==> src/rtl/uart_pkg.sv <==
// Shared UART receiver definitions: FSM state encoding, legal parameter ranges, parity helper.
`timescale 1ns/1ps

package uart_pkg;

    typedef enum logic [2:0] {
        ST_IDLE   = 3'd0,
        ST_START  = 3'd1,
        ST_DATA   = 3'd2,
        ST_PARITY = 3'd3,
        ST_STOP   = 3'd4,
        ST_DONE   = 3'd5
    } rx_state_e;

    localparam int unsigned DATA_BITS_MIN = 5;
    localparam int unsigned DATA_BITS_MAX = 9;
    localparam int unsigned OVS_MIN       = 8;
    localparam int unsigned OVS_MAX       = 32;
    localparam int unsigned STOP_BITS_MIN = 1;
    localparam int unsigned STOP_BITS_MAX = 2;

    // Expected parity bit for a zero-extended data word; odd = 1 selects odd parity.
    function automatic logic parity_bit(input logic [DATA_BITS_MAX-1:0] data, input logic odd);
        return (^data) ^ odd;
    endfunction

endpackage

==> src/rtl/uart_rx_sampler.sv <==
// rxd front end: 2-FF synchroniser, oversampling tick counter, 3-sample majority vote,
// mid-bit decision strobe and falling-edge detect on the synchronised line.
`timescale 1ns/1ps

module uart_rx_sampler
    import uart_pkg::*;
#(
    parameter int unsigned OVS = 16
) (
    input  logic clk,
    input  logic rst,
    input  logic baud_tick,
    input  logic rxd,
    input  logic clear,
    output logic fall_c,
    output logic mid_bit_c,
    output logic bit_c
);

    localparam int unsigned CNT_W = $clog2(OVS);
    localparam int unsigned MID   = OVS / 2;

    if (OVS < OVS_MIN || OVS > OVS_MAX || (OVS % 2) != 0) begin : g_ovs_check
        $error("uart_rx_sampler: OVS out of range or odd");
    end

    logic             sync_a;
    logic             sync_b;
    logic             sync_prev;
    logic [CNT_W-1:0] tick_cnt;
    logic             samp_0;
    logic             samp_1;

    // Synchroniser plus one delayed copy for edge detection; idle-high after reset.
    always_ff @(posedge clk or posedge rst) begin
        if (rst) begin
            sync_a    <= 1'b1;
            sync_b    <= 1'b1;
            sync_prev <= 1'b1;
        end else begin
            sync_a    <= rxd;
            sync_b    <= sync_a;
            sync_prev <= sync_b;
        end
    end

    // Tick counter restarts on a start edge so the mid-bit samples align to that edge.
    always_ff @(posedge clk or posedge rst) begin
        if (rst) begin
            tick_cnt <= '0;
        end else if (clear) begin
            tick_cnt <= '0;
        end else if (baud_tick) begin
            tick_cnt <= (tick_cnt == CNT_W'(OVS - 1)) ? '0 : tick_cnt + CNT_W'(1);
        end
    end

    // First two of the three vote samples; the third is the live synchronised value.
    always_ff @(posedge clk or posedge rst) begin
        if (rst) begin
            samp_0 <= 1'b0;
            samp_1 <= 1'b0;
        end else if (baud_tick) begin
            if (tick_cnt == CNT_W'(MID - 1)) samp_0 <= sync_b;
            if (tick_cnt == CNT_W'(MID))     samp_1 <= sync_b;
        end
    end

    assign fall_c    = sync_prev & ~sync_b;
    assign mid_bit_c = baud_tick && (tick_cnt == CNT_W'(MID + 1));
    assign bit_c     = (samp_0 & samp_1) | (samp_0 & sync_b) | (samp_1 & sync_b);

endmodule

==> src/rtl/uart_rx_oversampled.sv <==
// Oversampled UART receiver with valid/ready output, overrun and framing/parity flags.
// Optional parity checking is compiled in with UART_RX_PARITY_EN.
`timescale 1ns/1ps

module uart_rx_oversampled
    import uart_pkg::*;
#(
    parameter int unsigned DATA_BITS  = 8,
    parameter int unsigned OVS        = 16,
    parameter int unsigned STOP_BITS  = 1,
    parameter int unsigned PARITY_ODD = 0
) (
    input  logic                 clk,
    input  logic                 rst,
    input  logic                 baud_tick,
    input  logic                 rx_en,
    input  logic                 rxd,
    output logic [DATA_BITS-1:0] rx_data,
    output logic                 rx_valid,
    input  logic                 rx_ready,
    output logic                 frame_err,
    output logic                 parity_err,
    output logic                 overrun,
    output logic                 busy
);

    localparam int unsigned BCNT_W = $clog2(DATA_BITS_MAX + 1);

    if (DATA_BITS < DATA_BITS_MIN || DATA_BITS > DATA_BITS_MAX ||
        STOP_BITS < STOP_BITS_MIN || STOP_BITS > STOP_BITS_MAX || PARITY_ODD > 1) begin : g_param_check
        $error("uart_rx_oversampled: illegal parameter value");
    end

    rx_state_e             state;
    rx_state_e             nxt;
    logic                  fall_c;
    logic                  mid_bit_c;
    logic                  bit_c;
    logic                  clear_c;
    logic                  shift_c;
    logic                  stop_c;
    logic                  load_c;
    logic [BCNT_W-1:0]     bit_cnt;
    logic [DATA_BITS-1:0]  shift_reg;
    logic                  fe_acc;
    logic                  pe_acc;
`ifdef UART_RX_PARITY_EN
    logic                  par_c;
`endif

    uart_rx_sampler #(.OVS(OVS)) u_sampler (
        .clk       (clk),
        .rst       (rst),
        .baud_tick (baud_tick),
        .rxd       (rxd),
        .clear     (clear_c),
        .fall_c    (fall_c),
        .mid_bit_c (mid_bit_c),
        .bit_c     (bit_c)
    );

    // State register.
    always_ff @(posedge clk or posedge rst) begin
        if (rst) state <= ST_IDLE;
        else     state <= nxt;
    end

    // Next-state logic; rx_en low overrides everything and returns to IDLE.
    always_comb begin
        nxt = state;
        case (state)
            ST_IDLE:  if (fall_c) nxt = ST_START;
            ST_START: if (mid_bit_c) nxt = bit_c ? ST_IDLE : ST_DATA;
            ST_DATA: begin
                if (mid_bit_c && bit_cnt == BCNT_W'(DATA_BITS - 1)) begin
`ifdef UART_RX_PARITY_EN
                    nxt = ST_PARITY;
`else
                    nxt = ST_STOP;
`endif
                end
            end
`ifdef UART_RX_PARITY_EN
            ST_PARITY: if (mid_bit_c) nxt = ST_STOP;
`else
            ST_PARITY: nxt = ST_IDLE;
`endif
            ST_STOP:  if (mid_bit_c && bit_cnt == BCNT_W'(STOP_BITS - 1)) nxt = ST_DONE;
            ST_DONE:  nxt = ST_IDLE;
            default:  nxt = ST_IDLE;
        endcase
        if (!rx_en) nxt = ST_IDLE;
    end

    // FSM decode of datapath strobes.
    always_comb begin
        clear_c = 1'b0;
        shift_c = 1'b0;
        stop_c  = 1'b0;
        load_c  = 1'b0;
`ifdef UART_RX_PARITY_EN
        par_c   = 1'b0;
        if (state == ST_PARITY && mid_bit_c) par_c = 1'b1;
`endif
        if (state == ST_IDLE && fall_c && rx_en) clear_c = 1'b1;
        if (state == ST_DATA && mid_bit_c)       shift_c = 1'b1;
        if (state == ST_STOP && mid_bit_c)       stop_c  = 1'b1;
        if (state == ST_DONE)                    load_c  = 1'b1;
    end

    // Bit counter restarts on every state change; counts voted bits in DATA and STOP.
    always_ff @(posedge clk or posedge rst) begin
        if (rst) begin
            bit_cnt <= '0;
        end else if (state != nxt) begin
            bit_cnt <= '0;
        end else if ((state == ST_DATA || state == ST_STOP) && mid_bit_c) begin
            bit_cnt <= bit_cnt + BCNT_W'(1);
        end
    end

    // LSB-first shifter and framing-error accumulator for the frame in flight.
    always_ff @(posedge clk or posedge rst) begin
        if (rst) begin
            shift_reg <= '0;
            fe_acc    <= 1'b0;
        end else begin
            if (shift_c) shift_reg <= {bit_c, shift_reg[DATA_BITS-1:1]};
            if (clear_c)                 fe_acc <= 1'b0;
            else if (stop_c && !bit_c)   fe_acc <= 1'b1;
        end
    end

`ifdef UART_RX_PARITY_EN
    // Parity check against the fully shifted data word.
    always_ff @(posedge clk or posedge rst) begin
        if (rst) begin
            pe_acc <= 1'b0;
        end else if (clear_c) begin
            pe_acc <= 1'b0;
        end else if (par_c) begin
            pe_acc <= bit_c ^ parity_bit(DATA_BITS_MAX'(shift_reg), 1'(PARITY_ODD));
        end
    end
`else
    assign pe_acc = 1'b0;
`endif

    // Busy mirrors the registered state leaving IDLE.
    always_ff @(posedge clk or posedge rst) begin
        if (rst) busy <= 1'b0;
        else     busy <= (nxt != ST_IDLE);
    end

    // Output holding register: load on DONE unless an unaccepted word blocks it.
    always_ff @(posedge clk or posedge rst) begin
        if (rst) begin
            rx_valid   <= 1'b0;
            rx_data    <= '0;
            frame_err  <= 1'b0;
            parity_err <= 1'b0;
            overrun    <= 1'b0;
        end else begin
            overrun <= 1'b0;
            if (load_c && rx_valid && !rx_ready) begin
                overrun <= 1'b1;
            end else if (load_c) begin
                rx_valid   <= 1'b1;
                rx_data    <= shift_reg;
                frame_err  <= fe_acc;
                parity_err <= pe_acc;
            end else if (rx_valid && rx_ready) begin
                rx_valid   <= 1'b0;
                rx_data    <= '0;
                frame_err  <= 1'b0;
                parity_err <= 1'b0;
            end
        end
    end

endmodule

==> config.mk <==
export PLATFORM = sky130hd
export DESIGN_NAME = uart_rx_oversampled
export DESIGN_NICKNAME = d
export VERILOG_FILES = /design/src/rtl/uart_pkg.sv /design/src/rtl/uart_rx_sampler.sv /design/src/rtl/uart_rx_oversampled.sv
export SDC_FILE = /design/constraint.sdc
export NUM_CORES = 1
export LEC_CHECK = 0
export ABC_AREA = 1
export CORE_MARGIN = 5
export CORE_UTILIZATION = 40
export DETAILED_ROUTE_END_ITERATION = 12
export HOLD_SLACK_MARGIN = 0.02
export SYNTH_ARGS = -nofsm -noshare
export SYNTH_HDL_FRONTEND = slang
export SYNTH_SLANG_ARGS = --single-unit
==> constraint.sdc <==
create_clock -name clk -period 1.7 [get_ports clk]
set_clock_uncertainty 0.05 [all_clocks]
set_input_delay 0.34 -clock clk [delete_from_list [all_inputs] [get_ports clk]]
set_output_delay 0.34 -clock clk [all_outputs]
set_load 0.02 [all_outputs]
Word-level counts from Yosys, hierarchy flattened
Index checks and enable logic that the tools add are counted.
{ "totals": {"ff_bits": 38, "latch_bits": 0, "ram_bits": 0, "rom_bits": 0, "input_bits": 6, "output_inout_bits": 13, "word_cells": 86, "mem_count": 0} }
{ "op_classes": {"n_addsub": 2, "n_mul": 0, "div": 0, "order_cmp": 0, "eq_ne": 10, "n_shift": 0, "muxes": 25, "bitwise_logic": 8, "n_reduce_logical": 25} }
{ "ops": {"columns": ["op", "n"], "rows": [
  ["two-way mux 4 bit", 5],
  ["two-way mux 8 bit", 2],
  ["two-way mux 3 bit", 5],
  ["equality test 4 bit (second input constant)", 3],
  ["logical AND 1 bit", 12],
  ["one-hot mux 3 bit (4 select lines)", 1],
  ["two-way mux 1 bit", 11],
  ["adder 4 x 1 -> 4 bit (second input constant)", 2],
  ["equality test 4 x 3 -> 1 bit (second input constant)", 2],
  ["nonzero test 2 bit", 4],
  ["equality test 3 bit (second input constant)", 2],
  ["AND reduction 2 bit", 3],
  ["AND 1 bit", 4],
  ["zero test 4 bit", 1],
  ["equality test 3 x 1 -> 1 bit (second input constant)", 1],
  ["equality test 3 x 2 -> 1 bit (second input constant)", 1],
  ["zero test 3 bit", 1],
  ["!= test 3 bit", 1],
  ["nonzero test 3 bit", 1],
  ["zero test 1 bit", 2],
  ["two-way mux 2 bit", 1],
  ["NOT 1 bit", 2],
  ["bitwise OR 1 bit", 2],
  ["logical OR 1 bit", 1]
]} }

Longest topological paths before layout
{ "depth": {"word_depth": 9, "depth_mapped": 12, "depth_no_buf": 12} }

Modules after synthesis
From an unflattened synthesis, not the netlist that was laid out.
{ "unflattened": {"cells_unflattened": 207, "area_unflattened_um2": 1865.5} }
{ "modules_own_cells": {"columns": ["module", "n_inst", "cells_each", "area_each_um2", "seq_area_each_um2"], "rows": [
  ["uart_rx_oversampled", 1, 157, 1413.9, 700.7],
  ["uart_rx_sampler", 1, 50, 451.7, 229.0]
]} }

Least setup slack after synthesis
No wires, ideal clock.
{ "synth_timing": {"kind": "reg2reg", "start": "reg u_sampler.tick_cnt[1]", "end": "reg bit_cnt[2]", "setup_ps": 116, "arrival_ps": 1315, "t_required_ps": 1534, "path_slack_ps": 220, "stages_incl_launch_ff": 11, "path_buffers": 0, "period_less_slack_ps": 1480, "path_cell_list": "dfrtp_1 inv_1 ha_1 nand2_2 nor2_4 o21ai_1 inv_1 nand2_1 xor2_1 inv_1 nor2_1"} }
{ "synth_via": {"elab_chain_len": 8, "elab_cells_between_ends": 13, "classes_between": "2 x eq/ne; 6 x mux; 5 x reduce/logical"} }
{ "synth_rtl": {"columns": ["element", "line_no", "source"], "rows": [
  ["from (decl)", "uart_rx_sampler.sv:30", "logic [CNT_W-1:0] tick_cnt;"],
  ["from (signal assigned)", "uart_rx_sampler.sv:54", "tick_cnt <= (tick_cnt == CNT_W'(OVS - 1)) ? '0 : tick_cnt + CNT_W'(1);"],
  ["equality test 4 bit *", "uart_rx_sampler.sv:70", "assign mid_bit_c = baud_tick && (tick_cnt == CNT_W'(MID + 1));"],
  ["logical AND 1 bit *", "uart_rx_sampler.sv:70", null],
  ["logical AND 1 bit (on tied branches)", "uart_rx_oversampled.sv:88, uart_rx_oversampled.sv:75", null],
  ["two-way mux 3 bit (on tied branches)", "uart_rx_oversampled.sv:88, uart_rx_oversampled.sv:75", null],
  ["one-hot mux 3 bit (4 select lines)", "uart_rx_oversampled.sv:71", "case (state)"],
  ["two-way mux 3 bit", "uart_rx_oversampled.sv:92", "if (!rx_en) nxt = ST_IDLE;"],
  ["!= test 3 bit", "uart_rx_oversampled.sv:115", "end else if (state != nxt) begin"],
  ["two-way mux 4 bit / nonzero test 2 bit (equally long branches)", null, null],
  ["to (signal assigned)", "uart_rx_oversampled.sv:118", "bit_cnt <= bit_cnt + BCNT_W'(1);"],
  ["to (decl)", "uart_rx_oversampled.sv:43", "logic [BCNT_W-1:0] bit_cnt;"]
]} }
Mark *: on every way between the ends. The rest lies on a longest branch, timed or not.
A chain may end at the register's enable or synchronous reset.

Worst setup path in the final report
{ "layout_timing": {"start": "reg rx_valid", "end": "out rx_valid"} }
{ "layout_lines": {"columns": ["element", "line_no", "source"], "rows": [
  ["from (decl)", "uart_rx_oversampled.sv:19", "output logic rx_valid,"],
  ["from (signal assigned)", "uart_rx_oversampled.sv:158", "rx_valid <= 1'b0;"],
  ["from (signal assigned)", "uart_rx_oversampled.sv:168", "rx_valid <= 1'b1;"],
  ["from (signal assigned)", "uart_rx_oversampled.sv:173", "rx_valid <= 1'b0;"]
]} }
No word-level cell between the ends.

==> results_dict.tcl <==
set metrics [dict create \
    cpPeakStageDelay_ns 0.61 \
    postLayoutSetupSlackWorst_ns 0.0605 \
    antenna_found_initial 0 \
    status "finished clean" \
    drt_first_pass_iters 4 \
    gr-total-overflow 0 \
    grt_start_max_net_pins 22 \
    rsz0062_at_grt "true" \
    r2r_setup_slack_ns 0.13 \
    io_buffers 17 \
    place_ws_ns -0.163 \
    cts_max_level 2 \
    synthTopCellsByArea "dfrtp_1, nand2_1, inv_1" \
    die_h_um 75.4 \
    grt_pass1_vias 1190 \
    slew_violations 0 \
    synthCells 200 \
    cts_root_buf "clkbuf_8" \
    endpoint_kind "primary output" \
    worstPathCellList "clkdlybuf4s50_1" \
    syn_area_per_cell_um2 8.56 \
    placed_cell_area_um2 2030 \
    clk_pin_slew_worst_paths_ns 0.07 \
    dp_hpwl_um 2270 \
    synthesis.area_um2 1710 \
    crit_family "buffers and inverters" \
    wl_per_cell_um 10.6 \
    critPathLaunch "rx_valid" \
    period_needed_ns 1.64 \
    drive_above_1_share_pct 15.3 \
    cts_hold_buf 0 \
    yosysWarnings 0 \
    grt_use_total_pct 12.1 \
    ant_nets 0 \
    start_util_pct 41.9 \
    setup_viol 0 \
    num_rows 23 \
    worstHoldPathType "in2async" \
    critPathRequiredTime_ns 1.31 \
    r2r_end "bit_cnt[1]" \
    vias 1317 \
    finalSetupTns_ns 0 \
    critical_path_class "reg2out" \
    antennaDiodeCount 0 \
    critPathBufInv 1 \
    drc 0 \
    period_share_pct 96.4 \
    cp_max_fo 3 \
    peakVddDrop_mv 0.522 \
    ys_seq_area_share_pct 54.3 \
    reg2reg_from "u_sampler.tick_cnt[1]" \
    clock-sinks 37 \
    core_area_um2 4090 \
    fmax_ghz 0.610 \
    routed_wl_um 3040 \
    path_depth 1 \
    cp_slowest_cell "clkdlybuf4s50_1" \
    worstSetupStartpointType "flop" \
    synth_seq_cells 37 \
    insertion_delay_ns 0.28 \
    leakage_nw 1.05 \
    syn_nets 211 \
    grt_pass1_wl_um 5290 \
    ys_types 25 \
    num_io_pins 19 \
    synth_top_cell_by_area "dfrtp_1" \
    cts_max_path_buffers 2 \
    total_power_w 0.00210 \
    cts_tree "yes" \
    max_cap_viol_count 0 \
    vias_per_cell 4.60 \
    die_width_um 75.4 \
    reg2regPathDepth 12 \
    place.gp.congestion 0.801 \
    hold_violations 0 \
    syn_to_final_growth_pct 28.3 \
    fin_nets 246 \
    cellPowerDensity_nw_per_um2 954 \
    fin_area_um2 2200 \
    synth_top_area_share_pct 49.7 \
    numCtsBuffers 5 \
    arrival_ns 1.25 \
    dieArea_um2 5690 \
    drtIter0Drc 82 \
]
what timing repair did:
item / in CTS / in global routing
endpoints found under the setup margin: 0 / 11
buffers inserted: 0 / 2
resized for setup: 0 / 7
layout make-up:
| class | instances | area [µm²] |
|---|---|---|
| Fill cell | 396 | 1890 |
| Sequential cell | 37 | 930 |
| Multi-Input combinational cell | 121 | 643 |
| Timing Repair Buffer | 32 | 299 |
| Inverter | 38 | 143 |
| Clock buffer | 6 | 82.6 |
| Tap cell | 50 | 62.6 |
| Clock inverter | 2 | 37.5 |
where the power goes:
| group | internal (W) | switching (W) |
|---|---|---|
| logic | 0.000127 | 0.000178 |
| registers | 0.000951 | 0.0000535 |
| clock network | 0.000477 | 0.000310 |
| total | 0.00155 | 0.000541 |
stage by stage:
step / hold slack (ns) / utilization (%) / cells
final: 0.254 / 53.8 / 286
after global routing: 0.268 / 53.8 / 286
after CTS: 0.251 / 52.7 / 284
after detailed placement: 0.298 / 49.8 / 276
after global placement: 0.297 / 49.8 / 276
after floorplan: 0.294 / - / 200
logic make-up after synthesis:
logic type / Yosys count / share of synthesized area [%]
simple gates: 80 / 20.9
fa+ha+maj: 5 / 3.65
buf+inv: 42 / 9.57
compound gates: 32 / 9.86
xor+xnor: 3 / 1.53
other cells: 1 / 0.219
flops: 37 / 54.3
metal layers:
layer | GRT usage [%] | up-vias | share of wire (%)
met5 | 0 | - | 0
li1 | - | 697 | -
met2 | 18.0 | 25 | 43
met4 | 4.66 | 0 | 0.63
met3 | 2.77 | 2 | 5.5
met1 | 17.1 | 593 | 51
worst max path at each step:
stage | end | slack, ns
CTS | rx_valid | 0.04
global placement | bit_cnt[0] | -0.15
global route | bit_cnt[1] | -0.03
floorplan | bit_cnt[2] | 0.22
detailed placement | bit_cnt[3] | -0.16
finish | rx_valid | 0.06
Yosys cell counts:
cell type and count:
a21oi_1 3, a31oi_1 2, buf_2 2, buf_4 1
clkbuf_1 1, conb_1 1, dfrtp_1 34, dfstp_2 3
ha_1 5, inv_1 38, nand2_1 40, nand2_2 2
nand3_1 17, nand3_2 1, nand4_1 2, nor2_1 11
nor2_2 2, nor2_4 1, nor3_1 3, nor3b_1 1
o21ai_0 23, o21ai_1 2, o311ai_0 1, o31ai_1 1
xor2_1 3
layout by cell type (no fill, tap or decap), types with 4 or more instances in the layout:
cell              n
buf_4            13
clkbuf_8          6
clkdlybuf4s50_1  17
dfrtp_1          34
ha_1              4
inv_1            37
nand2_1          39
nand3_1          17
nor2_1           11
o21ai_0          23
(Power assumes the default switching activity.)
